==> src/rtl/controlador_entrada_rpn_pkg.sv <==
// Shared types and constants for the RPN calculator input controller.
package rpn_entrada_pkg;

    typedef enum logic [1:0] {
        SOLTO          = 2'd0,
        CONFIRMA_PRESS = 2'd1,
        PRESSIONADO    = 2'd2,
        CONFIRMA_SOLTA = 2'd3
    } estado_debounce_t;

    localparam logic [2:0] OP_SOMA = 3'b000;
    localparam logic [2:0] OP_SUB  = 3'b001;
    localparam logic [2:0] OP_MUL  = 3'b010;
    localparam logic [2:0] OP_DIV  = 3'b011;
    localparam logic [2:0] OP_AND  = 3'b100;
    localparam logic [2:0] OP_OR   = 3'b101;
    localparam logic [2:0] OP_XOR  = 3'b110;
    localparam logic [2:0] OP_NOT  = 3'b111;

    localparam int PROFUNDIDADE_PADRAO = 4;

endpackage

==> src/rtl/controlador_entrada_rpn_if.sv <==
// Button/switch inputs and strobe/data outputs of the RPN input controller.
// master drives the raw board inputs, slave is the controller itself.
interface controlador_entrada_rpn_if;
    logic [1:0] KEY;
    logic [9:0] SW;
    logic       pulso_numero;
    logic       pulso_operacao;
    logic [7:0] valor;
    logic [2:0] codigo_op;
    logic       executar;
    logic [2:0] operandos;
    logic       erro_entrada;

    modport master (
        output KEY, SW,
        input  pulso_numero, pulso_operacao, valor, codigo_op,
               executar, operandos, erro_entrada
    );

    modport slave (
        input  KEY, SW,
        output pulso_numero, pulso_operacao, valor, codigo_op,
               executar, operandos, erro_entrada
    );
endinterface

==> src/rtl/controlador_entrada_rpn_debounce.sv <==
// Debounce FSM for one synchronised button, producing a one-cycle accept.
// Optional macro REPETICAO_AUTO_EN adds auto-repeat while held (REPETE=1).
//
// state          | meaning
// SOLTO          | button released and stable
// CONFIRMA_PRESS | press seen, counting stable pressed cycles
// PRESSIONADO    | press accepted, waiting for release
// CONFIRMA_SOLTA | release seen, counting stable released cycles
module debounce_botao
    import rpn_entrada_pkg::*;
#(
    parameter int DEBOUNCE_CICLOS  = 1000000,
    parameter int REPETICAO_CICLOS = 25000000,
    parameter bit REPETE           = 1'b0
) (
    input  logic CLOCK_50,
    input  logic reset,
    input  logic pressionado,
    output logic aceita
);

    localparam logic [1:0] ST_SOLTO          = SOLTO;
    localparam logic [1:0] ST_CONFIRMA_PRESS = CONFIRMA_PRESS;
    localparam logic [1:0] ST_PRESSIONADO    = PRESSIONADO;
    localparam logic [1:0] ST_CONFIRMA_SOLTA = CONFIRMA_SOLTA;

    localparam int CW = (DEBOUNCE_CICLOS > 1) ? $clog2(DEBOUNCE_CICLOS) : 1;
    localparam logic [CW-1:0] CNT_FIM = CW'(DEBOUNCE_CICLOS - 1);

    if (DEBOUNCE_CICLOS < 1 || REPETICAO_CICLOS < 1 || REPETE > 1'b1) begin : g_param_invalido
        $error("debounce_botao: invalid parameters");
    end

    logic [1:0]    estado;
    logic [1:0]    estado_prox;
    logic [CW-1:0] cnt;
    logic          fim_cnt;
    logic          aceita_deb;

    assign fim_cnt = (cnt == CNT_FIM);

    // Next-state decode; the accept fires on the last stable pressed cycle.
    always_comb begin
        estado_prox = estado;
        aceita_deb  = 1'b0;
        case (estado)
            ST_SOLTO:
                if (pressionado) estado_prox = ST_CONFIRMA_PRESS;
            ST_CONFIRMA_PRESS:
                if (!pressionado) begin
                    estado_prox = ST_SOLTO;
                end else if (fim_cnt) begin
                    estado_prox = ST_PRESSIONADO;
                    aceita_deb  = 1'b1;
                end
            ST_PRESSIONADO:
                if (!pressionado) estado_prox = ST_CONFIRMA_SOLTA;
            ST_CONFIRMA_SOLTA:
                if (pressionado) begin
                    estado_prox = ST_PRESSIONADO;
                end else if (fim_cnt) begin
                    estado_prox = ST_SOLTO;
                end
            default:
                estado_prox = ST_SOLTO;
        endcase
    end

    // State register and stability counter, counter restarts on any state change.
    always_ff @(posedge CLOCK_50) begin
        if (reset) begin
            estado <= ST_SOLTO;
            cnt    <= '0;
        end else begin
            estado <= estado_prox;
            if (estado_prox != estado) begin
                cnt <= '0;
            end else if (!fim_cnt) begin
                cnt <= cnt + 1'b1;
            end
        end
    end

`ifdef REPETICAO_AUTO_EN
    localparam int RW = (REPETICAO_CICLOS > 1) ? $clog2(REPETICAO_CICLOS) : 1;
    localparam logic [RW-1:0] REP_FIM = RW'(REPETICAO_CICLOS - 1);

    logic [RW-1:0] cnt_rep;
    logic          aceita_rep;

    assign aceita_rep = REPETE && (estado == ST_PRESSIONADO) && pressionado
                        && (cnt_rep == REP_FIM);

    // Repeat period counter, runs only while the accepted press is held.
    always_ff @(posedge CLOCK_50) begin
        if (reset || estado != ST_PRESSIONADO || aceita_rep) begin
            cnt_rep <= '0;
        end else begin
            cnt_rep <= cnt_rep + 1'b1;
        end
    end

    assign aceita = aceita_deb | aceita_rep;
`else
    assign aceita = aceita_deb;
`endif

endmodule

==> src/rtl/controlador_entrada_rpn.sv <==
// RPN calculator input controller: synchronises buttons/switches, debounces
// both keys and turns accepts into push/operation/error strobes while
// tracking stack occupancy. Optional macro REPETICAO_AUTO_EN enables
// auto-repeat of number pushes while KEY[0] is held.
module controlador_entrada_rpn
    import rpn_entrada_pkg::*;
#(
    parameter int DEBOUNCE_CICLOS  = 1000000,
    parameter int PROFUNDIDADE     = PROFUNDIDADE_PADRAO,
    parameter int REPETICAO_CICLOS = 25000000
) (
    input  logic                     CLOCK_50,
    input  logic                     reset,
    controlador_entrada_rpn_if.slave bus
);

    localparam logic [2:0] PROF = 3'(PROFUNDIDADE);

    logic [1:0] key_s1, key_s2;
    logic [9:0] sw_s1, sw_s2;
    logic       aceita_num, aceita_op;
    logic       op_pendente;
    logic       op_req;
    logic       unused_sw8;

    logic       pulso_numero_r, pulso_operacao_r, erro_r, executar_r;
    logic [7:0] valor_r;
    logic [2:0] codigo_r, operandos_r;

    assign unused_sw8 = sw_s2[8];

    // Two-flop synchronisers; keys inverted so a press reads as 1.
    always_ff @(posedge CLOCK_50) begin
        if (reset) begin
            key_s1 <= '0;
            key_s2 <= '0;
            sw_s1  <= '0;
            sw_s2  <= '0;
        end else begin
            key_s1 <= ~bus.KEY;
            key_s2 <= key_s1;
            sw_s1  <= bus.SW;
            sw_s2  <= sw_s1;
        end
    end

    debounce_botao #(
        .DEBOUNCE_CICLOS (DEBOUNCE_CICLOS),
        .REPETICAO_CICLOS(REPETICAO_CICLOS),
        .REPETE          (1'b1)
    ) u_deb_numero (
        .CLOCK_50   (CLOCK_50),
        .reset      (reset),
        .pressionado(key_s2[0]),
        .aceita     (aceita_num)
    );

    debounce_botao #(
        .DEBOUNCE_CICLOS (DEBOUNCE_CICLOS),
        .REPETICAO_CICLOS(REPETICAO_CICLOS),
        .REPETE          (1'b0)
    ) u_deb_operacao (
        .CLOCK_50   (CLOCK_50),
        .reset      (reset),
        .pressionado(key_s2[1]),
        .aceita     (aceita_op)
    );

    assign op_req = aceita_op | op_pendente;

    // Request arbitration: numbers win, a colliding operation waits one cycle.
    always_ff @(posedge CLOCK_50) begin
        if (reset) begin
            pulso_numero_r   <= 1'b0;
            pulso_operacao_r <= 1'b0;
            erro_r           <= 1'b0;
            executar_r       <= 1'b0;
            valor_r          <= '0;
            codigo_r         <= '0;
            operandos_r      <= '0;
            op_pendente      <= 1'b0;
        end else begin
            pulso_numero_r   <= 1'b0;
            pulso_operacao_r <= 1'b0;
            erro_r           <= 1'b0;
            executar_r       <= sw_s2[9];
            if (aceita_num) begin
                op_pendente <= op_req;
                if (operandos_r < PROF) begin
                    pulso_numero_r <= 1'b1;
                    valor_r        <= sw_s2[7:0];
                    operandos_r    <= operandos_r + 3'd1;
                end else begin
                    erro_r <= 1'b1;
                end
            end else if (op_req) begin
                op_pendente <= 1'b0;
                if (operandos_r >= 3'd2) begin
                    pulso_operacao_r <= 1'b1;
                    codigo_r         <= sw_s2[2:0];
                    operandos_r      <= operandos_r - 3'd1;
                end else begin
                    erro_r <= 1'b1;
                end
            end
        end
    end

    assign bus.pulso_numero   = pulso_numero_r;
    assign bus.pulso_operacao = pulso_operacao_r;
    assign bus.erro_entrada   = erro_r;
    assign bus.executar       = executar_r;
    assign bus.valor          = valor_r;
    assign bus.codigo_op      = codigo_r;
    assign bus.operandos      = operandos_r;

endmodule

==> src/flat_wrapper.sv <==
// flat-port wrapper written by rule: the top's interface ports become plain ports
module controlador_entrada_rpn_flat import rpn_entrada_pkg::*;
#(
    parameter int DEBOUNCE_CICLOS  = 1000000,
    parameter int PROFUNDIDADE     = PROFUNDIDADE_PADRAO,
    parameter int REPETICAO_CICLOS = 25000000
)
  (CLOCK_50, reset, bus_KEY, bus_SW, bus_pulso_numero, bus_pulso_operacao, bus_valor, bus_codigo_op, bus_executar, bus_operandos, bus_erro_entrada);
  controlador_entrada_rpn_if bus_i ();
  input  logic CLOCK_50;
  input  logic reset;
  input wire logic [$bits(bus_i.KEY)-1:0] bus_KEY;
  input wire logic [$bits(bus_i.SW)-1:0] bus_SW;
  output wire logic [$bits(bus_i.pulso_numero)-1:0] bus_pulso_numero;
  output wire logic [$bits(bus_i.pulso_operacao)-1:0] bus_pulso_operacao;
  output wire logic [$bits(bus_i.valor)-1:0] bus_valor;
  output wire logic [$bits(bus_i.codigo_op)-1:0] bus_codigo_op;
  output wire logic [$bits(bus_i.executar)-1:0] bus_executar;
  output wire logic [$bits(bus_i.operandos)-1:0] bus_operandos;
  output wire logic [$bits(bus_i.erro_entrada)-1:0] bus_erro_entrada;
  assign bus_i.KEY = bus_KEY;
  assign bus_i.SW = bus_SW;
  assign bus_pulso_numero = bus_i.pulso_numero;
  assign bus_pulso_operacao = bus_i.pulso_operacao;
  assign bus_valor = bus_i.valor;
  assign bus_codigo_op = bus_i.codigo_op;
  assign bus_executar = bus_i.executar;
  assign bus_operandos = bus_i.operandos;
  assign bus_erro_entrada = bus_i.erro_entrada;
  controlador_entrada_rpn #(.DEBOUNCE_CICLOS(DEBOUNCE_CICLOS), .PROFUNDIDADE(PROFUNDIDADE), .REPETICAO_CICLOS(REPETICAO_CICLOS)) u_core (.CLOCK_50(CLOCK_50), .reset(reset), .bus(bus_i));
endmodule
==> config.mk <==
export PLATFORM = sky130hd
export DESIGN_NAME = controlador_entrada_rpn_flat
export DESIGN_NICKNAME = d
export VERILOG_FILES = /design/src/rtl/controlador_entrada_rpn_pkg.sv /design/src/rtl/controlador_entrada_rpn_if.sv /design/src/rtl/controlador_entrada_rpn_debounce.sv /design/src/rtl/controlador_entrada_rpn.sv /design/src/flat_wrapper.sv
export SDC_FILE = /design/constraint.sdc
export NUM_CORES = 1
export LEC_CHECK = 0
export ABC_AREA = 1
export CAP_MARGIN = 20
export CORE_MARGIN = 2
export CORE_UTILIZATION = 57
export CTS_BUF_LIST = sky130_fd_sc_hd__clkbuf_4 sky130_fd_sc_hd__clkbuf_8 sky130_fd_sc_hd__clkbuf_16
export CTS_CLUSTER_DIAMETER = 50
export DETAILED_ROUTE_END_ITERATION = 16
export GPL_TIMING_DRIVEN = 1
export PLACE_DENSITY = 0.91
export RECOVER_POWER = 25
export SLEW_MARGIN = 40
export SYNTH_ARGS = -nofsm -noshare
export SYNTH_HDL_FRONTEND = slang
export SYNTH_SLANG_ARGS = --single-unit
==> constraint.sdc <==
create_clock -name CLOCK_50 -period 2.3 [get_ports CLOCK_50]
set_input_delay 0.345 -clock CLOCK_50 [delete_from_list [all_inputs] [get_ports CLOCK_50]]
set_output_delay 0.345 -clock CLOCK_50 [all_outputs]
set_load 0.02 [all_outputs]
After elaboration in Yosys (flattened, before gate mapping)

Index checks and enable logic that the tools add are counted.

Multiplexer cells: 32
Equal/unequal tests: 11
$lt $le $gt $ge: 2
Add/subtract/negate cells: 4
Bitwise operators: 4
Reduce and logical (&&, ||, !) cells: 11

Operators by type and width:

| cell                                                                                 | count |
|---|---|
| 20-bit by 1-bit adder with 20-bit output (second input constant)                     | 2 |
| 20-bit == test (second input constant)                                               | 2 |
| 2-bit two-way mux                                                                    | 12 |
| 2-bit one-hot mux with 4 select lines                                                | 2 |
| 1-bit two-way mux                                                                    | 14 |
| 3-bit two-way mux                                                                    | 4 |
| 2-bit == test (second input constant)                                                | 4 |
| 3-bit AND reduction                                                                  | 2 |
| 2-bit OR reduction                                                                   | 3 |
| 2-bit by 1-bit == test with 1-bit output (second input constant)                     | 2 |
| 2-bit zero test                                                                      | 2 |
| 2-bit inequality test                                                                | 2 |
| 2-bit nonzero test                                                                   | 2 |
| 3-bit by 1-bit adder with 3-bit output (second input constant)                       | 1 |
| 3-bit by 2-bit greater-or-equal comparator with 1-bit output (second input constant) | 1 |
| 3-bit less-than comparator (second input constant)                                   | 1 |
| 3-bit OR reduction                                                                   | 1 |
| 3-bit by 1-bit subtractor with 3-bit output (second input constant)                  | 1 |
| 2-bit inequality test (second input constant)                                        | 1 |
| 1-bit inverter                                                                       | 2 |
| 2-bit inverter                                                                       | 1 |
| 2-bit AND reduction                                                                  | 1 |
| 1-bit OR                                                                             | 1 |

Logic and storage cells: 80
Input bits: 14
Register bits after elaboration: 87

Longest topological paths before layout

Gate-level depths: netlist (run 1).

Word-level depth: 7
Gate-level depth with buffers: 13
Mapped depth without buffers: 13

Modules after synthesis

A second synthesis (run 1) with hierarchy kept.

Cells, all modules: 566
Area total of the unflattened synthesis: 4021.4 um2

Modules (own cells, without submodules):

| module                  | area each (um2) | cells an instance | instances | sequential area each (um2) |
|---|---|---|---|---|
| debounce_botao          | 1335.0          | 202               | 2         | 440.4 |
| controlador_entrada_rpn | 1351.3          | 162               | 1         | 820.8 |

Worst setup path before layout (run 1)

OpenSTA, ideal clock, no wires.

Path kind: flip-flop to flip-flop
Start point: register u_core.u_deb_numero.cnt[0]
End point: register u_core.operandos_r[2] (netlist: u_core.bus.operandos[2])
Path slack: 0.257 ns
Required time: 2.232 ns
Arrival time: 1.975 ns
Stages on the path, launching flop included: 11
Buffers on the path: 0
Setup time: 0.068 ns
Path through: dfxtp_1 ha_1 nand3_1 nor2_1 nand3_1 nor2_2 nand2_1 fa_1 xor2_1 nand4_1 a21oi_2

Word-level cells in the longest chain between the ends: 6
Elaborated cells on any way between the ends: 9
Those cells by class: eq/ne (2); mux (4); reduce/logical (3)

RTL lines:

| item                                                                         | RTL line                               | source |
|---|---|---|
| start, declared                                                              | controlador_entrada_rpn_debounce.sv:36 | `logic [CW-1:0] cnt;` |
| start signal, assigned                                                       | controlador_entrada_rpn_debounce.sv:79 | `cnt <= cnt + 1'b1;` |
| 20-bit == test *                                                             | controlador_entrada_rpn_debounce.sv:40 | `assign fim_cnt = (cnt == CNT_FIM);` |
| 1-bit two-way mux *                                                          | controlador_entrada_rpn_debounce.sv:52 | `end else if (fim_cnt) begin` |
| 1-bit two-way mux *                                                          | controlador_entrada_rpn_debounce.sv:50 | `if (!pressionado) begin` |
| 1-bit two-way mux *                                                          | controlador_entrada_rpn_debounce.sv:46 | `case (estado)` |
| 2-bit inequality test (no source line) or 2-bit nonzero test (tied branches) | n/a                                    |  |
| 3-bit AND reduction (no source line)                                         | n/a                                    |  |
| end signal, assigned                                                         | controlador_entrada_rpn.sv:92          | `operandos_r <= operandos_r + 3'd1;` |
| end signal, assigned                                                         | controlador_entrada_rpn.sv:101         | `operandos_r <= operandos_r - 3'd1;` |
| end, declared                                                                | controlador_entrada_rpn.sv:28          | `logic [2:0] codigo_r, operandos_r;` |

Mark *: on every way between the ends. The rest lies on a longest branch, timed or not.
A chain may end at the register's enable or synchronous reset.

Worst setup path in the final report (run 1)

Start point: register u_core.u_deb_numero.cnt[7]
End point: register u_core.operandos_r[2] (netlist: u_core.bus.operandos[2])

Same word-level chain as after synthesis.

==> results summary, run 1 <==
The number of synthesis warnings came out at 0. Counting cells, the worst reg-to-reg path comes to 10. The total congestion overflow came out at 0.

The cell count after placement came out at 621. The leakage power summed over all cells is 1.715 nW. The number of buffer cells added on primary ports came out at 30. Counting stages on the worst path, the most repeated cell is nor2_2. Among all stages on the critical path, the largest delay is contributed by dfxtp_1. In this run, synthesis produced a sequential element count of 85. The area added between synthesis and finish came out at 18.09%. The clock arrives with about 0.0087 ns of skew.

The net switching power came out at approximately 0.65 mW. The highest clock rate is about 470 MHz. The total cell area at the placement stage is 4153 um^2. The cell at the root of the clock tree is clkbuf_8. The post-layout minimum cycle time came out at roughly 2.1 ns. The sum of net half-perimeters after detailed placement is around 5700 um.

The number of different library cells in the post-synthesis netlist is 31. The H-tree depth came out at 3. Routability-driven placement finished with a final weighted congestion of ~0.93. The synthesized netlist devotes 7.215% of its cell area to compound gates.

The clock tree buffer depth is 2. The y dimension of the die is between 80 and 90 um. The floorplan has 29 rows.

The first detailed-routing pass took 5 iterations. The worst setup slack before clock tree synthesis is about 0.24 ns. In this run the tightest slew margin relative to its limit is 11.89%. Synthesis handed over a netlist of 513 instances. The post-route worst setup slack is 0.1657 ns. The worst register-to-register path begins at u_core.u_deb_numero.cnt[7]$_SDFFE_PP0N_. The critical path goes through inv_1, nand2_1, nor2_2, nand3_1, nor2_2, nand2_2, fa_2, xor2_1, nand4_1, a21oi_2. The post-route antenna net violation count is 0.

The run finished with clean final reports. The number of global-route vias before repair is 3,357. The floorplan step defined a die boundary enclosing 7205 um^2.

The max-slew violation count is 0. The worst stage delay on the critical path came out at approximately 0.35 ns. The path type of the worst min-delay path is reg -> reg. The number of remaining DRC errors came out at 0. The cell depth of the worst min-delay path came out at 2. The ratio of cells with drive above 1 in the final layout came out at roughly 11%. The data arrival time of the critical path came out at approximately 2.4 ns. The mean cell area of the mapped netlist came out at between 7 and 8 um^2. The maximum number of pins on one net before global-route repair came out at 32. The proportion of power drawn by combinational gates is about 3.9%.

Sorting the synthesized cells by area gives the leading types as dfxtp_1, nor2_1, nand2_1. At the pin with the least slew margin, the transition time is 1.322 ns. Summed over its instances, the top area cell type makes up between 40% and 50% of the synthesized netlist area.

From left edge to right edge, the die measures between 80 and 90 um. The register-to-register setup slack is roughly 0.17 ns. The final hold violation count came out at 0. The count of endpoints failing setup in the final report came out at 0.

The synthesized netlist net count came out at about 530. The final standard cell area without fillers is approximately 4400 um^2. The total number of clock tree sinks is between 80 and 90. In this run the most critical hold path is launched from u_core.key_s1[0]$_SDFF_PP0_. The critical path launch point type is a flip-flop. The relative contribution of sequential cells to total power is 53.3%.

Of the synthesized area, sequential elements account for between 40 and 50%. The worst-path maximum fanout came out at 6. The peak supply drop is between 0.4 and 0.5 mV. The starting density of the core is 58.72%. The mean routed wirelength per cell is around 13 um. The max-capacitance violation count is 0. The CTS tree is built. Leaving out fill and tap cells, the most frequent cell in the layout is nor2_1.

The internal power summed over all cells came out at approximately 2.2 mW. The area fraction in and, or, nand and nor cells after synthesis came out at between 30% and 40%. The global-route usage over all layers came out at between 20 and 25%. Counting the buffers created by CTS gives 9. The core box area came out at around 6300 um^2. The DRC violation total after the first TritonRoute iteration came out at 342. Clock-pin slew was measured on the worst setup and hold paths at 0.09 ns. In the layout the commonest cells are nor2_1, nand2_1, dfxtp_1, inv_1. The post-synthesis mux area share came out at 0%. The power density normalized to cell area is 646.2 nW/um^2.

The synthesized area is around 3700 um^2. Net switching is approximately 23% of the power. For hold timing, the worst endpoint is u_core.key_s2[0]$_SDFF_PP0_. The non-filler instance count after layout is 637.

The via-per-instance ratio came out at ~5.4. The setup path with the least slack is of type reg -> reg. The diode insertion count for antenna repair is 0. The via count is 3,463. The number of antenna violations at the first check in global routing is 0.

The latest clock arrival within the worst-skew pair is around 0.36 ns. The clock share of power came out at between 40% and 50%. The synthesized netlist devotes under 10% of its cell area to XOR and XNOR gates. The total wirelength of the detailed-routed design came out at 8515 um. The boundary pin count came out at 32. The synthesized netlist devotes 1.544% of its cell area to adder and majority cells. For this run, the post-layout net count is ~570.

The worst hold margin came out at slightly above 0.4 ns. The worst setup path is captured at a flip-flop. The cell type with the largest total area after synthesis is dfxtp_1. STA puts the critical path data required time at about 2.6 ns. After layout, the worst path uses just over 90% of the clock period. In this run the critical register-to-register path is captured at u_core.bus.operandos[2]$_SDFFE_PP0P_. By area, the combinational part of the netlist is dominated by simple AND/OR/NAND/NOR gates.

The first global-routing pass estimated 14,150 um of wire.
[power groups by stage]
| stage | Combinational (mW) | Sequential (mW) | Clock, mW |
|---|---|---|---|
| 2_1_floorplan | 0.0641 | 1.55 | 0 |
| 3_3_place_gp | 0.101 | 1.55 | 0 |
| 3_5_place_dp | 0.108 | 1.55 | 0 |
| 4_1_cts | 0.110 | 1.52 | 1.22 |
| 5_1_grt | 0.123 | 1.52 | 1.28 |
| 6_report | 0.110 | 1.52 | 1.22 |
[per-stage QoR]
stage | setup TNS (ns) | utilization [%] | total power, mW
final | 0 | 69.34 | 2.845
after global routing | -0.001178 | 69.34 | 2.925
after CTS | 0 | 69.04 | 2.845
after detailed placement | 0 | 65.40 | 1.659
after global placement | 0 | 65.40 | 1.650
after floorplan | 0 | - | 1.611
[cells by family after synthesis]
group                    Yosys count
adder cells (fa/ha/maj)            4
AO/OA/AOI/OAI                     50
buffers and inverters             82
AND/OR/NAND/NOR                  280
XOR/XNOR                          12
flip-flops                        85
[what timing repair did]
item	4_1_cts	5_1_grt
hold buffers	0	0
endpoints found under the setup margin	0	1
setup buffers	0	0
gates resized for setup	0	15
endpoints found under the hold margin	0	0
[state kept, by name (all words and copies together) (netlist names), 3 cells and up]
name and count:
u_core.u_deb_operacao.cnt 20, u_core.bus.codigo_op 3, u_core.sw_s2 9, u_core.sw_s1 9, u_core.bus.valor 8, u_core.bus.operandos 3, u_core.u_deb_numero.cnt 20
[layer usage]
metal / track usage (%) / share of wire [%] / vias to the layer above
met1: 27.85 / 42 / 1574
li1: - / - / 1721
met5: 0 / 0 / -
met4: 9.957 / 1.8 / 0
met2: 42.45 / 50 / 146
met3: 6.031 / 6.1 / 22
[area by class of cell]
class,instances,area [um^2]
Fill cell,421,1947
Multi-Input combinational cell,346,1727
Sequential cell,85,1707
Timing Repair Buffer,39,364.1
Inverter,74,277.8
Clock buffer,10,137.6
Tap cell,77,96.34
Clock inverter,6,93.84
[worst max-delay path by stage]
stage                                            startpoint                                   end  slack (ns)  cells after the start
floorplan           u_core.u_deb_numero.cnt[0]$_SDFFE_PP0N_  u_core.bus.operandos[2]$_SDFFE_PP0P_        0.26                     10
global placement    u_core.u_deb_numero.cnt[0]$_SDFFE_PP0N_  u_core.bus.operandos[2]$_SDFFE_PP0P_        0.30                     10
detailed placement  u_core.u_deb_numero.cnt[0]$_SDFFE_PP0N_  u_core.bus.operandos[2]$_SDFFE_PP0P_        0.24                     10
CTS                 u_core.u_deb_numero.cnt[0]$_SDFFE_PP0N_  u_core.bus.operandos[2]$_SDFFE_PP0P_        0.13                     10
global route        u_core.u_deb_numero.cnt[7]$_SDFFE_PP0N_  u_core.bus.operandos[2]$_SDFFE_PP0P_      -0.001                     10
finish              u_core.u_deb_numero.cnt[7]$_SDFFE_PP0N_  u_core.bus.operandos[2]$_SDFFE_PP0P_        0.17                     10
[Yosys cell counts]
cell type and count:
nor4_1 7, a211oi_1 2, o21ai_0 13, xor2_1 8, fa_1 1, a21oi_1 28, nand2_1 91, nor2_4 3
nand2_2 5, inv_2 1, nor2_1 94, nor3b_1 3, and3_1 1, xnor2_1 4, nand2_4 1, ha_1 3
nand3_1 26, nor3_1 22, buf_4 2, dfxtp_1 85, clkbuf_1 4, o21bai_1 2, or2_2 5, a31oi_1 4
nor3_4 1, nand4_1 15, buf_2 2, nor2_2 2, inv_1 73, nand3_2 4, a21oi_2 1
[worst max-delay path: cells and delay by family, from the launching register on]
| family | cells | cell delay (ns) |
|---|---|---|
| AOI/OAI and AO/OA | 1 | 0.14 |
| xor gates and xnor gates | 1 | 0.18 |
| adders and majority gates | 1 | 0.35 |
| buffers and inverters | 1 | 0.18 |
| DFF | 1 | 0.35 |
| and+or+nand+nor | 6 | 0.84 |
(Power assumes the default switching activity.)
==> inputs of run 2 (changes only) <==
- CORE_MARGIN: 2 -> 4
==> results summary, run 2 (synthesized netlist as in run 1, its figures left out) <==
The run finished with clean final reports. The sum of net half-perimeters after detailed placement came out at approximately 6000 um. The post-route worst setup slack is ~0.14 ns. The count of buffers added on input and output ports is 30. The number of global-route vias before repair came out at 3,335.

The floorplan step defined a die boundary enclosing around 8000 um^2. The cell depth of the worst min-delay path came out at 2. The hold path endpoint is u_core.sw_s2[0]$_SDFF_PP0_.

32 I/O pins were placed. The number of buffers created by CTS is 9. After clock tree synthesis, the clock-pin slew on the worst setup and hold paths is about 0.090 ns. The H-tree depth came out at 3.

TritonCTS built the clock tree. No sink is reached through more buffers than the 2 on the longest clock path. The worst setup path is launched from a flip-flop. In the final design database the tool counted 573 nets.

The start point of the worst min-delay path is u_core.sw_s1[0]$_SDFF_PP0_. The data arrival time of the critical path came out at between 2 and 2.5 ns. The global-route wire length before repair came out at roughly 14,000 um. The worst setup slack before clock tree synthesis came out at roughly 0.21 ns. The row count is 29.

The latest clock arrival within the worst-skew pair came out at around 0.36 ns. Entering global routing, the biggest net connects 32 pins. The area added between synthesis and finish is 16.61%.

The worst register-to-register path ends at u_core.bus.operandos[2]$_SDFFE_PP0P_. The worst setup path is captured at a flip-flop. The leakage power summed over all cells is 1.701 nW. The register-to-register setup slack is about 0.14 ns. The count of nets left with antenna violations once routing finished came out at 0. The maximum clock skew at final layout is about 0.012 ns. The max-slew violation count was 0. The via count came out at between 3,000 and 4,000. The worst-path maximum fanout is 6. Setup violations remaining at the end of the flow were counted as 0.

The clock drives 85 sinks. The global-route usage over all layers is between 20% and 30%. Using the TritonRoute via totals, the vias-per-cell ratio works out to approximately 5.5. The cell count of the worst reg-to-reg path is 12. The floorplan step defined a core boundary enclosing 6350 um^2. In this run the critical register-to-register path is launched from u_core.u_deb_numero.cnt[10]$_SDFFE_PP0N_.

At the pin with the least slew margin, the transition time is 0.4944 ns. The relative slew slack came out at 66.73%. The horizontal die dimension is around 89 um. The total congestion overflow came out at 0.

The power density normalized to cell area came out at 602.9 nW/um^2. Clock tree synthesis selected as its root buffer the cell clkbuf_8. The final standard cell area without fillers came out at 4348 um^2.

The ratio of cells with drive above 1 in the final layout is around a tenth. The floorplan step set the die height to 88.88 um. STA puts the critical path data required time at roughly 2.6 ns. The summed negative setup slack over all endpoints is 0 ns. By startpoint and endpoint, the worst setup path is classified as reg -> reg.

The final hold violation count is 0. The largest registers in the layout are u_core.u_deb_numero.cnt x20, u_core.u_deb_operacao.cnt x20. The worst-case IR drop observed on VDD is just over 0.7 mV.

The library cell used most frequently in the layout, excluding fill and tap cells, is nor2_1. The max-capacitance violation count came out at 0. The post-route fraction of the period consumed by the critical path came out at a little over nine tenths. The starting density of the core is between 50% and 60%. The number of remaining DRC errors came out at 0. The DRC violation total after the first TritonRoute iteration is about 380. The total cell area at the placement stage is ~4100 um^2.

The number of fill cells is 437. The highest clock rate is around 460 MHz. Leaving out fill and tap cells, the most frequent cells in the layout are nor2_1, nand2_1, dfxtp_1, inv_1, a21oi_1.

The diode insertion count for antenna repair came out at 0. The worst path in the final design needs a cycle of 2.160 ns, including I/O delays and setup. The worst hold path belongs to the class reg -> reg. The first detailed-routing pass took 5 iterations. The number of antenna violations at the first check in global routing came out at 0. The mean routed wirelength per cell is 13.54 um. The weighted congestion at the end of routability-driven global placement is 0.9491. The total wirelength of the detailed-routed design is 8624 um.
[run 2: cell type report]
type	instances	area, um^2	area share [%]
Multi-Input combinational cell	346	1717	39.48
Clock buffer	10	131.4	3.022
Clock inverter	6	53.80	1.237
Timing Repair Buffer	39	367.9	8.460
Tap cell	77	96.34	2.216
Inverter	74	277.8	6.388
Sequential cell	85	1704	39.19
[run 2: metrics by stage]
| stage | util [%] | hold slack [ns] | total power, mW | instances |
|---|---|---|---|---|
| after floorplan | - | 0.3883 | 1.611 | 513 |
| after global placement | 65.28 | 0.3887 | 1.649 | 620 |
| after detailed placement | 65.28 | 0.3923 | 1.656 | 620 |
| after CTS | 68.20 | 0.4053 | 2.621 | 636 |
| after global routing | 68.47 | 0.4344 | 2.711 | 637 |
| final | 68.47 | 0.4043 | 2.621 | 637 |
[run 2: critical path, stage by stage, from the launching register on]
cell     delay (ns)
dfxtp_2        0.35
inv_1          0.10
nand2_1        0.10
nor2_2         0.12
nand2_2        0.09
nor2_1         0.10
nand3_1        0.12
nor2_2         0.21
nand2_2        0.10
fa_1           0.39
xor2_1         0.15
nand4_1        0.14
a21oi_2        0.13
[run 2: power breakdown]
part           leakage [nW]  switching, mW  internal [mW]
combinational         0.916         0.0585         0.0474
sequential            0.691         0.0196           1.50
clock                0.0932          0.571          0.425
total                  1.70          0.649           1.97
[run 2: timing repair]
item	CTS	global route
endpoints found under the setup margin	0	1
setup buffers	0	1
resized for setup	0	9
hold buffers	0	0
[run 2: layer usage]
layer  vias up  track usage, %  part of all wire [%]
met5         -               0                     0
met4         0           9.890                   2.1
met3        18           4.469                   5.5
met2       150           41.03                    51
met1      1611           27.16                    41
li1       1720               -                     -
[run 2: how the worst max path moves through the flow]
stage                                                   from  cells past startpoint                                       to  slack (ns)
detailed placement  u_core.u_deb_numero.cnt[15]$_SDFFE_PP0N_                     12     u_core.bus.operandos[2]$_SDFFE_PP0P_        0.21
CTS                 u_core.u_deb_numero.cnt[15]$_SDFFE_PP0N_                     12     u_core.bus.operandos[2]$_SDFFE_PP0P_        0.17
global route        u_core.u_deb_numero.cnt[10]$_SDFFE_PP0N_                     12     u_core.bus.operandos[2]$_SDFFE_PP0P_       -0.12
floorplan            u_core.u_deb_numero.cnt[0]$_SDFFE_PP0N_                     10     u_core.bus.operandos[2]$_SDFFE_PP0P_        0.26
global placement     u_core.u_deb_numero.cnt[0]$_SDFFE_PP0N_                     10  u_core.u_deb_numero.cnt[4]$_SDFFE_PP0N_        0.29
finish              u_core.u_deb_numero.cnt[10]$_SDFFE_PP0N_                     12     u_core.bus.operandos[2]$_SDFFE_PP0P_        0.14
